$ cat src/rtl/seg_pkg.sv
// Shared constants for the scanned seven-segment bus: hex segment table,
// segment bit positions and digit count.
package seg_pkg;

  localparam int NUM_DIGITS = 4;

  // Segment bit positions on the 8-bit bus
  localparam int SEG_A  = 0;
  localparam int SEG_G  = 6;
  localparam int SEG_DP = 7;

  // Active-high segment patterns for hex digits 0..F, bit 0 = a ... bit 6 = g
  localparam logic [6:0] SEG_HEX [0:15] = '{
    7'h3F, 7'h06, 7'h5B, 7'h4F,
    7'h66, 7'h6D, 7'h7D, 7'h07,
    7'h7F, 7'h6F, 7'h77, 7'h7C,
    7'h39, 7'h5E, 7'h79, 7'h71
  };

endpackage

$ cat src/rtl/seg_pattern_decode.sv
// Combinational reverse lookup of a 7-segment pattern to a hex nibble.
// Unknown patterns give valid=0 and nibble 0.
module seg_pattern_decode
  import seg_pkg::*;
(
  input  logic [6:0] seg,
  output logic       valid,
  output logic [3:0] nibble
);

  // Search the hex table; the patterns are unique so at most one entry hits
  always_comb begin
    valid  = 1'b0;
    nibble = 4'h0;
    for (int i = 0; i < 16; i++) begin
      if (seg == SEG_HEX[i]) begin
        valid  = 1'b1;
        nibble = 4'(i);
      end
    end
  end

endmodule

$ cat src/rtl/four_led_decoder.sv
// Receive side of a four-digit multiplexed seven-segment display: synchronises
// the scanned bus, accepts digits after a stable dwell, decodes them and
// assembles complete frames, discarding partial frames after a timeout.
module four_led_decoder
  import seg_pkg::*;
#(
  parameter int FREQUENCY_IN   = 50_000_000,
  parameter int STABLE_CYCLES  = 16,
  parameter int TIMEOUT_CYCLES = FREQUENCY_IN / 100
) (
  input  logic        clk,
  input  logic        rst,
  input  logic [3:0]  seg_cs_in,
  input  logic [7:0]  seg_data_in,
  output logic [15:0] bcd_out,
  output logic [3:0]  dot_out,
  output logic        err_out,
  output logic        frame_valid_out,
  output logic        timeout_out
);

  localparam int TW = $clog2(TIMEOUT_CYCLES + 1);

  logic [3:0]  cs_m, cs_s;
  logic [7:0]  data_m, data_s;
  logic [11:0] prev;
  logic [7:0]  stab_cnt;
  logic        accepted;
  logic [15:0] slot_bcd;
  logic [3:0]  slot_dot;
  logic [3:0]  seen;
  logic        err_acc;
  logic        frame_pend;
  logic [TW-1:0] to_cnt;

  logic        same;
  logic        accept;
  logic        dec_valid;
  logic [3:0]  dec_nib;

  seg_pattern_decode u_decode (
    .seg    (data_s[6:0]),
    .valid  (dec_valid),
    .nibble (dec_nib)
  );

  assign same   = ({cs_s, data_s} == prev);
  assign accept = same && (stab_cnt == 8'(STABLE_CYCLES - 1)) && !accepted
                  && $onehot(cs_s);

  // Two-flop synchroniser on the whole scanned bus
  always_ff @(posedge clk) begin
    if (rst) begin
      cs_m   <= '0;
      cs_s   <= '0;
      data_m <= '0;
      data_s <= '0;
    end else begin
      cs_m   <= seg_cs_in;
      cs_s   <= cs_m;
      data_m <= seg_data_in;
      data_s <= data_m;
    end
  end

  // Stability counter; accepted blocks a second accept within the same dwell
  always_ff @(posedge clk) begin
    if (rst) begin
      prev     <= '0;
      stab_cnt <= '0;
      accepted <= 1'b0;
    end else begin
      prev <= {cs_s, data_s};
      if (same) begin
        if (stab_cnt != 8'(STABLE_CYCLES))
          stab_cnt <= stab_cnt + 8'd1;
        if (accept)
          accepted <= 1'b1;
      end else begin
        stab_cnt <= '0;
        accepted <= 1'b0;
      end
    end
  end

  // Latch the decoded digit and its dot into the selected slot
  always_ff @(posedge clk) begin
    if (rst) begin
      slot_bcd <= '0;
      slot_dot <= '0;
    end else if (accept) begin
      for (int i = 0; i < NUM_DIGITS; i++) begin
        if (cs_s[i]) begin
          slot_bcd[4*i +: 4] <= dec_nib;
          slot_dot[i]        <= data_s[SEG_DP];
        end
      end
    end
  end

  // Frame tracking: seen mask, sticky error, completion flag and timeout
  always_ff @(posedge clk) begin
    if (rst) begin
      seen        <= '0;
      err_acc     <= 1'b0;
      frame_pend  <= 1'b0;
      to_cnt      <= '0;
      timeout_out <= 1'b0;
    end else begin
      timeout_out <= 1'b0;
      frame_pend  <= 1'b0;
      if (accept) begin
        seen       <= seen | cs_s;
        err_acc    <= err_acc | ~dec_valid;
        to_cnt     <= '0;
        frame_pend <= ((seen | cs_s) == 4'hF);
      end else if (frame_pend) begin
        seen    <= '0;
        err_acc <= 1'b0;
        to_cnt  <= '0;
      end else if (seen != 4'h0) begin
        if (to_cnt == TW'(TIMEOUT_CYCLES - 1)) begin
          timeout_out <= 1'b1;
          seen        <= '0;
          err_acc     <= 1'b0;
          to_cnt      <= '0;
        end else begin
          to_cnt <= to_cnt + 1'b1;
        end
      end
    end
  end

  // Publish a completed frame one cycle after its last accept
  always_ff @(posedge clk) begin
    if (rst) begin
      bcd_out         <= '0;
      dot_out         <= '0;
      err_out         <= 1'b0;
      frame_valid_out <= 1'b0;
    end else begin
      frame_valid_out <= frame_pend;
      if (frame_pend) begin
        bcd_out <= slot_bcd;
        dot_out <= slot_dot;
        err_out <= err_acc;
      end
    end
  end

endmodule

$ cat config.mk
export PLATFORM = sky130hd
export DESIGN_NAME = four_led_decoder
export DESIGN_NICKNAME = d
export VERILOG_FILES = /design/src/rtl/seg_pkg.sv /design/src/rtl/seg_pattern_decode.sv /design/src/rtl/four_led_decoder.sv
export SDC_FILE = /design/constraint.sdc
export NUM_CORES = 1
export LEC_CHECK = 0
export BUFFER_PORTS_ARGS = -buffer_cell sky130_fd_sc_hd__buf_4
export CORE_ASPECT_RATIO = 1.25
export CORE_MARGIN = 3
export CORE_UTILIZATION = 40
export DETAILED_ROUTE_END_ITERATION = 10
export GPL_ROUTABILITY_DRIVEN = 0
export HOLD_SLACK_MARGIN = 0.06
export PLACE_DENSITY = 0.62
export REMOVE_ABC_BUFFERS = 1
export SYNTH_ARGS = -nofsm -noshare
export SYNTH_HDL_FRONTEND = slang
export SYNTH_SLANG_ARGS = --single-unit
$ cat constraint.sdc
create_clock -name clk -period 3.1 [get_ports clk]
set_input_delay 0.31 -clock clk [delete_from_list [all_inputs] [get_ports clk]]
set_output_delay 0.31 -clock clk [all_outputs]
set_load 0.05 [all_outputs]
# ---- Word-level counts from Yosys, hierarchy flattened
# Cells that the tools add are included.
dict set report classes {
  n_addsub 5
  n_mul 0
  n_div 0
  n_lt_le_gt_ge 0
  n_eq_ne 22
  shift 0
  n_mux 41
  n_bitwise 6
  reduce_logical 16
}
# op n
set ops {}
lappend ops {{$eq A7 B7 Y1 const B} 12}
lappend ops {{$mux W4} 12}
lappend ops {{$mux W1} 22}
lappend ops {{$add A19 B1 Y19 const B} 1}
lappend ops {{$eq A19 B19 Y1 const B} 1}
lappend ops {{$mux W19} 1}
lappend ops {{$eq A7 B3 Y1 const B} 2}
lappend ops {{$eq A7 B6 Y1 const B} 2}
lappend ops {{$eq A12 B12 Y1} 1}
lappend ops {{$mux W3} 4}
lappend ops {{$reduce_and A2 Y1} 5}
lappend ops {{$add A8 B1 Y8 const B} 1}
lappend ops {{$eq A8 B4 Y1 const B} 1}
lappend ops {{$ne A8 B5 Y1 const B} 1}
lappend ops {{$reduce_bool A3 Y1} 2}
lappend ops {{$add A1 B1 Y2} 2}
lappend ops {{$eq A4 B4 Y1 const B} 1}
lappend ops {{$mux W2} 2}
lappend ops {{$not A1 Y1} 4}
lappend ops {{$or A4 B4 Y4} 1}
lappend ops {{$reduce_bool A4 Y1} 1}
lappend ops {{$reduce_or A2 Y1} 2}
lappend ops {{$reduce_or A4 Y1} 1}
lappend ops {{$add A2 B2 Y3} 1}
lappend ops {{other kinds (5)} 7}
dict set report totals {
  register_bits 113
  latchBits 0
  ramBits 0
  romBits 0
  inputBits 14
  output_inout_bits 23
  n_memories 0
}

# ---- Depth between registers and ports, before layout
# Gate-level depths: netlist of the first run.
dict set report depth {
  depth_word 20
  depth_mapped 13
  depth_no_buf 10
}

# ---- By module
# Synthesis of the first run repeated with hierarchy kept, for this count alone.
dict set report hier_totals {
  hier_cells 481
  hier_area_um2 4575.6
}
# module n_inst cells_per_inst area_per_inst_um2 seq_area_each_um2
set modules_own_cells {}
lappend modules_own_cells {four_led_decoder 1 422 4202.8 2262.2}
lappend modules_own_cells {seg_pattern_decode 1 59 372.9 0.0}

# ---- Least setup slack after synthesis of the first run
# OpenSTA, ideal clock, no wires.
dict set report synth_timing {
  kind {reg-to-reg}
  start {reg cs_s[0]}
  end {reg slot_bcd[13]}
  setup_ps 132
  arrival_time_ps 2909
  t_required_ps 2968
  path_slack_ps 59
  stages_incl_launch_ff 14
  path_buffers 3
  cell_sequence {dfxtp_1 buf_2 inv_1 fa_1 inv_1 ha_1 ha_1 nor3b_1 nand4_2 or4_1 buf_2 buf_6 o211ai_1 o31ai_1}
}
dict set report synth_via {
  elab_chain_len 5
  word_cells_on_any_way 8
  classes_between {2 x add/sub; 2 x eq/ne; 4 x reduce/logical}
}
# item line_no
set synth_lines {}
lappend synth_lines {{start: declaration} four_led_decoder.sv:24} ;# logic [3:0] cs_m, cs_s;
lappend synth_lines {{start signal: assignment} four_led_decoder.sv:60} ;# cs_s <= cs_m;
lappend synth_lines {{$add A1 B1 Y2 (implied by the code) or $eq A12 B12 Y1 (tied branches)} {four_led_decoder.sv:49, four_led_decoder.sv:47}}
lappend synth_lines {{$add A2 B2 Y3 (implied by the code) or $logic_and A1 B1 Y1 (tied branches)} {four_led_decoder.sv:49, four_led_decoder.sv:48}}
lappend synth_lines {{$eq A3 B1 Y1 or $logic_and A1 B1 Y1 (tied branches)} {four_led_decoder.sv:49, four_led_decoder.sv:48}}
lappend synth_lines {{$logic_and A1 B1 Y1 *} four_led_decoder.sv:49} ;# && $onehot(cs_s);
lappend synth_lines {{$reduce_and A2 Y1 (no line) *} n/a}
lappend synth_lines {{end signal: indexed assignment} four_led_decoder.sv:94} ;# slot_bcd[4*i +: 4] <= dec_nib;
lappend synth_lines {{end: declaration} four_led_decoder.sv:29} ;# logic [15:0] slot_bcd;
# Every way passes the cells marked *; elsewhere a longest branch is shown, timed or not.
# A chain may end at the register's enable or synchronous reset.

# ---- Worst setup path in the final report of the first run
dict set report layout_timing {
  start {reg cs_s[0]}
  end {reg slot_bcd[5]}
}
# Same word-level chain as after synthesis.

==> results of run 1 <==
[critical path, cell delays in order (launching register included)]
cell	delay [ps]
dfxtp_1	320
inv_1	70
fa_1	530
inv_1	40
ha_1	170
ha_1	270
nor3b_1	260
nand4_2	170
or4_4	470
buf_4	210
o211ai_1	170
o31ai_1	90
[final cells by class]
cell class | instances | area [µm²] | share of cell area
Clock buffer | 20 | 457 | 0.0807
Clock inverter | 12 | 158 | 0.0278
Tap cell | 135 | 169 | 0.0298
Timing Repair Buffer | 51 | 383 | 0.0676
Inverter | 17 | 63.8 | 0.0113
Sequential cell | 113 | 2260 | 0.400
Multi-Input combinational cell | 327 | 2170 | 0.383
[cells in the mapped netlist (9+ instances only)]
master and n:
nand3_1 19, nor2b_1 36, mux2i_1 21, nand2_1 20, clkbuf_1 18, xnor2_1 28
inv_1 16, nor3_1 9, nand4_1 14, buf_2 10, nor2_1 67, dfxtp_1 113
a21oi_1 12
[logic make-up after synthesis]
family	count (synthesis)	synth area share
XOR/XNOR	38	0.0767
buffers and inverters	47	0.0440
flip-flops	113	0.488
AO/OA/AOI/OAI	55	0.0843
AND/OR/NAND/NOR	203	0.234
multiplexers	25	0.0551
adder cells (fa/ha/maj)	6	0.0178
[what timing repair did]
action | in CTS | in global routing
hold endpoints to repair | 0 | 0
setup endpoints to repair | 0 | 24
resized for setup | 0 | 1
[registers in the layout (all words and copies together) (netlist names), 4 cells and up]
signal / count
stab_cnt: 8
seen: 4
bcd_out: 16
slot_dot: 4
data_s: 8
dot_out: 4
cs_s: 4
slot_bcd: 16
prev: 12
cs_m: 4
to_cnt: 19
data_m: 8
[routing by layer]
layer | vias up | wire (µm) | global-route usage
met3 | 11 | 419 | 0.0468
met5 | - | 0 | 0
li1 | 1763 | - | -
met4 | 0 | 123 | 0.0633
met1 | 1626 | 3980 | 0.188
met2 | 75 | 4730 | 0.257
[per-stage QoR]
step                      std cells  power, W  hold slack (ps)
after global placement          643   0.00163              419
after global routing            675   0.00371              100
after detailed placement        643   0.00163              422
after floorplan                 457   0.00158              377
after CTS                       675   0.00362             95.1
final                           675   0.00357              115
[worst paths after layout]
check / startpoint / end / slack (ps) / depth (start not counted)
max: cs_s[0] / slot_bcd[5] / 180 / 11
min: seg_data_in[1] / data_m[1] / 120 / 2
max reg2reg: cs_s[0] / slot_bcd[5] / 180 / 11
min reg2reg: cs_m[3] / cs_s[3] / 430 / 1
[power breakdown]
group / leakage [nW] / switching, W / internal, W
combinational: 0.864 / 0.0000613 / 0.0000507
clock: 0.293 / 0.000662 / 0.00131
sequential: 0.916 / 0.0000183 / 0.00147
==> flow_summary.yaml, run 1 <==
outcome:
  run_status: "complete, no violations"
sta:
  slew_headroom: 0.544
  fin_crit_ps: 2920
  max_freq_mhz: 342
  finalHoldViolCount: 0
  layout_setup_ws_ps: 176
  setup_viol: 0
  setup-tns-final_ps: 0
  maxSlewViolCount: 0
  clock_skew_ps: 9.19
  worst_pin_slew_ps: 678
  period_share: 0.943
  rsz0062_at_grt: "false"
global_route:
  gr-total-overflow: 0
  grt_pass1_vias: 3398
  antenna_found_initial: 0
  grt_use_total: 0.156
  grt_pass1_wl_mm: 15.9
  grt_max_degree: 42
logic_synthesis:
  ys_seq_elements: 113
  synth.distinct_cells: 49
  yosys_warnings: 0
  synth_top_area_share: 0.488
  netlist_area_mm2: 0.00463
  synth-main-ff-cell: "dfxtp_1"
  synthCells: 487
  yosys-top-cells-area: "dfxtp_1, nor2_1, xnor2_1, nor2b_1, mux2i_1"
  synth_area_per_cell_um2: 9.51
  post-synth-top-area-cell: "dfxtp_1"
  seq_area_frac_synth: 0.488
  synthArstFlopShare: 0
  synth_edf_count: 0
cells_and_area:
  area_delta_synth_final_pct: 22.2
  drive_gt1_frac: 0.170
  n_antenna_cell: 0
  final_cell_mix: "dfxtp_1, nor2_1, buf_4"
  fillers: 1032
  utilization: 0.506
  mostFrequentLayoutCell: "dfxtp_1"
  postLayoutCellArea_mm2: 0.00566
  final_nets: 547
detailed_routing:
  num_vias: 3475
  drt-total-wl_mm: 9.25
  ant_nets: 0
  post_drt_wl_per_cell_um: 13.7
  drcViolationCount: 0
  first_pass_iters: 5
  drt_iter0_drc: 175
  routed_via_density: 5.15
floorplanning:
  num_rows: 43
  ioPinCount: 37
  die_h_um: 126
  die_w_um: 102
  core-area_mm2: 0.0112
  die-area_mm2: 0.0129
  initial_core_util: 0.414
worst_setup_path:
  cp_max_fo: 16
  worstSetupStartpointType: "flip-flop"
  required_ps: 3360
  path_class: "reg -> reg"
  cp.arrival_ps: 3190
  end_kind: "flip-flop"
clocking:
  cts-root-buf: "clkbuf_16"
  cts_tree: "done"
  cts.clk_slew.worst_paths_ps: 50
  clock_path_buffers: 2
  numCtsBuffers: 17
  clk_latency_ps: 400
  post_cts_buffers: 0
  htree_levels: 4
  cts_hold_buf: 0
  clock_sinks: 113
placed_design:
  place_ws_ps: 117
  hpwl_mm: 6.45
  portBuffers: 36
  place_area_mm2: 0.00504
worst_hold_path:
  min_path_type: "in -> reg"
power_and_ir_drop:
  powerDensity_mw_per_mm2: 631
  peakVddDrop_mv: 0.340
  p_leak_nw: 2.07
flow_run:
  maxCapViolCount: 0
Note: power is estimated with default switching activity, not from simulation.
==> run 2, diff against run 1 <==
--- a/config.mk
+++ b/config.mk
@@ -12,7 +12,7 @@
 export DETAILED_ROUTE_END_ITERATION = 10
 export GPL_ROUTABILITY_DRIVEN = 0
 export HOLD_SLACK_MARGIN = 0.06
-export PLACE_DENSITY = 0.62
+export PLACE_DENSITY_LB_ADDON = 0.05
 export REMOVE_ABC_BUFFERS = 1
 export SYNTH_ARGS = -nofsm -noshare
 export SYNTH_HDL_FRONTEND = slang
==> flow_summary.yaml, run 2 (synthesis gave the netlist of run 1 again) <==
power_and_ir_drop:
  seq_power_share: 0.394
  clock_power_share: 0.572
  p_leak_nw: 2.13
  p_switching_w: 0.000738
  p_sw_frac: 0.195
  intPower_w: 0.00304
  pwr-share-comb: 0.033
  peakVddDrop_mv: 0.370
  powerDensity_mw_per_mm2: 656
  power_w: 0.00378
placed_design:
  portBuffers: 36
  hpwl_mm: 6.84
  place_ws_ps: 51.7
cells_and_area:
  largest-register: "to_cnt"
  final_nets: 551
  final_cell_mix: "dfxtp_1, nor2_1, buf_4"
  drive_gt1_frac: 0.176
  largestRegisters: "to_cnt: 19 flops, bcd_out: 16 flops, slot_bcd: 16 flops"
  area_delta_synth_final_pct: 24.3
  n_antenna_cell: 0
  utilization: 0.515
  mostFrequentLayoutCell: "dfxtp_1"
  largest_reg_flops: 19
worst_setup_path:
  r2r_start: "cs_s[0]"
  startpoint: "cs_s[0]"
  rr_endpoint: "slot_bcd[14]"
  path_class: "reg -> reg"
  crit_end: "slot_bcd[14]"
  rr_worst_depth: 12
  required_ps: 3390
  cp_max_fo: 14
  worstSetupStartpointType: "flip-flop"
  cp.arrival_ps: 3200
  end_kind: "flip-flop"
  reg2reg_slack_ps: 180
global_route:
  grt_util_met1: 0.208
  grt_pass1_vias: 3373
  busiest_layer: "met2"
  grt_max_degree: 49
  grtUsageMet2: 0.263
  grt_use_total: 0.165
  grt_pass1_wl_mm: 16.7
  antenna_found_initial: 0
  gr-total-overflow: 0
  use_met3: 0.0556
sta:
  max_freq_mhz: 343
  rsz0062_at_grt: "false"
  setup_viol: 0
  worst_pin_slew_ps: 769
  layout_setup_ws_ps: 182
  setup-tns-final_ps: 0
  holdWs_ps: 110
  slew_headroom: 0.483
  clock_skew_ps: 7.97
  finalHoldViolCount: 0
  period_share: 0.941
  maxSlewViolCount: 0
  fin_crit_ps: 2920
detailed_routing:
  first_pass_iters: 5
  ant_nets: 0
  routed_via_density: 5.15
  post_drt_wl_per_cell_um: 14.7
  num_vias: 3499
  drcViolationCount: 0
  drt-total-wl_mm: 9.98
  drt_iter0_drc: 177
floorplanning:
  core-area_mm2: 0.0112
  initial_core_util: 0.414
  die_h_um: 126
  ioPinCount: 37
  die_w_um: 102
  die-area_mm2: 0.0129
  num_rows: 43
clocking:
  cts_hold_buf: 0
  htree_levels: 4
  post_cts_buffers: 0
  cts_tree: "done"
  numCtsBuffers: 17
  cts-root-buf: "clkbuf_16"
  clock_sinks: 113
  cts.clk_slew.worst_paths_ps: 50
  clock_path_buffers: 2
  clk_latency_ps: 410
outcome:
  run_status: "complete, no violations"
flow_run:
  maxCapViolCount: 0
worst_hold_path:
  min_path_type: "in -> reg"
run 2: stage by stage:
| step | cells | area (µm²) |
|---|---|---|
| global placement | 647 | 5090 |
| CTS | 679 | 5750 |
| finish | 679 | 5760 |
| detailed placement | 647 | 5090 |
| floorplan | 457 | 4490 |
| global route | 679 | 5760 |
run 2: area by class of cell:
class | instances | area (µm²)
Clock inverter | 9 | 176
Timing Repair Buffer | 55 | 425
Sequential cell | 113 | 2260
Multi-Input combinational cell | 327 | 2170
Tap cell | 135 | 169
Fill cell | 1061 | 5430
Inverter | 17 | 63.8
Clock buffer | 23 | 488
run 2: per-layer routing:
layer | part of all wire | wire length, µm
met4 | 0.011 | 106
met1 | 0.46 | 4640
met5 | 0 | 0
met3 | 0.041 | 410
met2 | 0.48 | 4820
run 2: power by group through the flow:
stage,Combinational (W),Clock (W),Sequential (W)
floorplan,0.0000588,0,0.00152
global placement,0.000124,0,0.00152
detailed placement,0.000126,0,0.00152
CTS,0.000126,0.00222,0.00149
global route,0.000140,0.00229,0.00149
finish,0.000126,0.00216,0.00149
run 2: how the worst min path moves through the flow:
stage | start | to | slack [ps] | cells after the start
finish | seg_data_in[7] | data_m[7] | 110 | 2
global route | seg_data_in[5] | data_m[5] | 100 | 2
CTS | seg_data_in[1] | data_m[1] | 90 | 2
detailed placement | data_m[2] | data_s[2] | 420 | 1
global placement | data_m[6] | data_s[6] | 420 | 1
floorplan | rst | frame_valid_out | 380 | 1
run 2: what timing repair did:
| item | CTS | global route |
|---|---|---|
| setup endpoints to repair | 0 | 40 |
| hold endpoints to repair | 0 | 0 |
| resized for setup | 0 | 2 |
run 2: critical path, cell delays in order (launching register included):
cell and delay [ps]:
dfxtp_1 320, inv_1 70, fa_1 550, inv_1 40, ha_1 170, ha_1 280
nor3b_2 240, nand4_2 140, buf_4 180, nor4_2 120, buf_4 240, nand2_1 120
mux2_1 320
==> run 3, diff against run 2 <==
==> constraint.sdc (replaced) <==
create_clock -name clk -period 3.1 [get_ports clk]
set_input_delay 0.62 -clock clk [delete_from_list [all_inputs] [get_ports clk]]
set_output_delay 0.62 -clock clk [all_outputs]
set_load 0.05 [all_outputs]
==> flow_summary.yaml, run 3 (synthesis gave the netlist of run 1 again) <==
outcome:
  run_status: "complete, no violations"
cells_and_area:
  n_antenna_cell: 0
  area_delta_synth_final_pct: 22.0
  largestRegisters: "to_cnt: 19 flops, bcd_out: 16 flops, slot_bcd: 16 flops"
  fillers: 1043
  postLayoutCellArea_mm2: 0.00565
  mostFrequentLayoutCell: "dfxtp_1"
  largest-register: "to_cnt"
  seq_area_mm2: 0.00226
  drive_gt1_frac: 0.165
  utilization: 0.505
  multi_input_area_mm2: 0.00217
  largest_reg_flops: 19
  final_cell_mix: "dfxtp_1, nor2_1, buf_4"
  final_nets: 547
sta:
  finalHoldViolCount: 0
  clock_skew_ps: 7.09
  slew_headroom: 0.448
  layout_setup_ws_ps: 188
  worst_pin_slew_ps: 821
  holdWs_ps: 419
  setup_viol: 0
  period_share: 0.939
  fin_crit_ps: 2910
  setup-tns-final_ps: 0
  max_freq_mhz: 343
  maxSlewViolCount: 0
  rsz0062_at_grt: "false"
floorplanning:
  die_w_um: 102
  die-area_mm2: 0.0129
  initial_core_util: 0.414
  core-area_mm2: 0.0112
  num_rows: 43
  ioPinCount: 37
  die_h_um: 126
detailed_routing:
  drcViolationCount: 0
  drt-total-wl_mm: 9.78
  ant_nets: 0
  routed_via_density: 5.14
  post_drt_wl_per_cell_um: 14.5
  first_pass_iters: 6
  drt_iter0_drc: 157
  num_vias: 3461
power_and_ir_drop:
  seq_power_share: 0.419
  p_sw_frac: 0.208
  intPower_w: 0.00282
  p_switching_w: 0.000742
  pwr-share-comb: 0.032
  peakVddDrop_mv: 0.365
  clock_power_share: 0.549
  p_leak_nw: 2.07
  powerDensity_mw_per_mm2: 631
placed_design:
  place_ws_ps: 185
  place_area_mm2: 0.00506
  hpwl_mm: 6.64
  portBuffers: 36
global_route:
  busiest_layer: "met2"
  use_met3: 0.0440
  grtUsageMet2: 0.229
  grt_pass1_vias: 3147
  grt_pass1_wl_mm: 16.1
  grt_max_degree: 55
  antenna_found_initial: 0
  grt_use_total: 0.161
  grt_util_met1: 0.223
  gr-total-overflow: 0
worst_setup_path:
  rr_worst_depth: 11
  path_class: "reg -> reg"
  cp_max_fo: 11
  cp.arrival_ps: 3170
  end_kind: "flip-flop"
  required_ps: 3360
  worstSetupStartpointType: "flip-flop"
clocking:
  numCtsBuffers: 17
  clock_path_buffers: 2
  post_cts_resized: 0
  cts_hold_buf: 0
  cts.clk_slew.worst_paths_ps: 50
  clk_latency_ps: 410
  cts_tree: "done"
  clock_sinks: 113
  post_cts_buffers: 0
  cts-root-buf: "clkbuf_16"
  htree_levels: 4
worst_hold_path:
  min_path_type: "in -> reg"
  min_path_cells: 2
flow_run:
  maxCapViolCount: 0
-- run 3: path summary, 6_finish.rpt --
kind                        from      endpoint  slack, ps
hold / removal    seg_data_in[4]     data_m[4]        420
setup / recovery         cs_s[0]  slot_bcd[13]        190
hold reg to reg        data_m[4]     data_s[4]        430
setup reg to reg         cs_s[0]  slot_bcd[13]        190
-- run 3: layout make-up --
class / instances / share of cell area
sequential: 113 / 0.400
multi-input combinational: 327 / 0.383
clock buffer: 21 / 0.0815
timing repair buffer: 51 / 0.0700
tap: 135 / 0.0299
clock inverter: 10 / 0.0237
inverter: 17 / 0.0113
-- run 3: power groups by stage --
stage / sequential, W / combinational, W / clock [W]
3_3_place_gp: 0.00152 / 0.000115 / 0
5_1_grt: 0.00149 / 0.000126 / 0.00207
6_report: 0.00149 / 0.000114 / 0.00196
3_5_place_dp: 0.00152 / 0.000115 / 0
2_1_floorplan: 0.00152 / 0.0000588 / 0
4_1_cts: 0.00149 / 0.000116 / 0.00200
-- run 3: metrics by stage --
stage / std cells / power (W)
floorplan: 457 / 0.00158
global placement: 643 / 0.00164
detailed placement: 643 / 0.00164
CTS: 674 / 0.00361
global route: 674 / 0.00369
finish: 674 / 0.00356
-- run 3: critical path, cell delays in order (launching register included) --
cell and delay, ps:
dfxtp_1 330, inv_1 70, fa_1 530, inv_1 40, ha_1 170, ha_1 260, nor3b_1 250, nand4_2 140
or4_1 500, buf_4 220, o211ai_1 160, o31ai_1 90
-- run 3: metal layers --
metal  share of wire  vias up  wire, µm
li1                -     1761         -
met1            0.48     1611      4700
met2            0.45       69      4360
met3           0.042       20       413
met4           0.030        0       297
met5               0        -         0
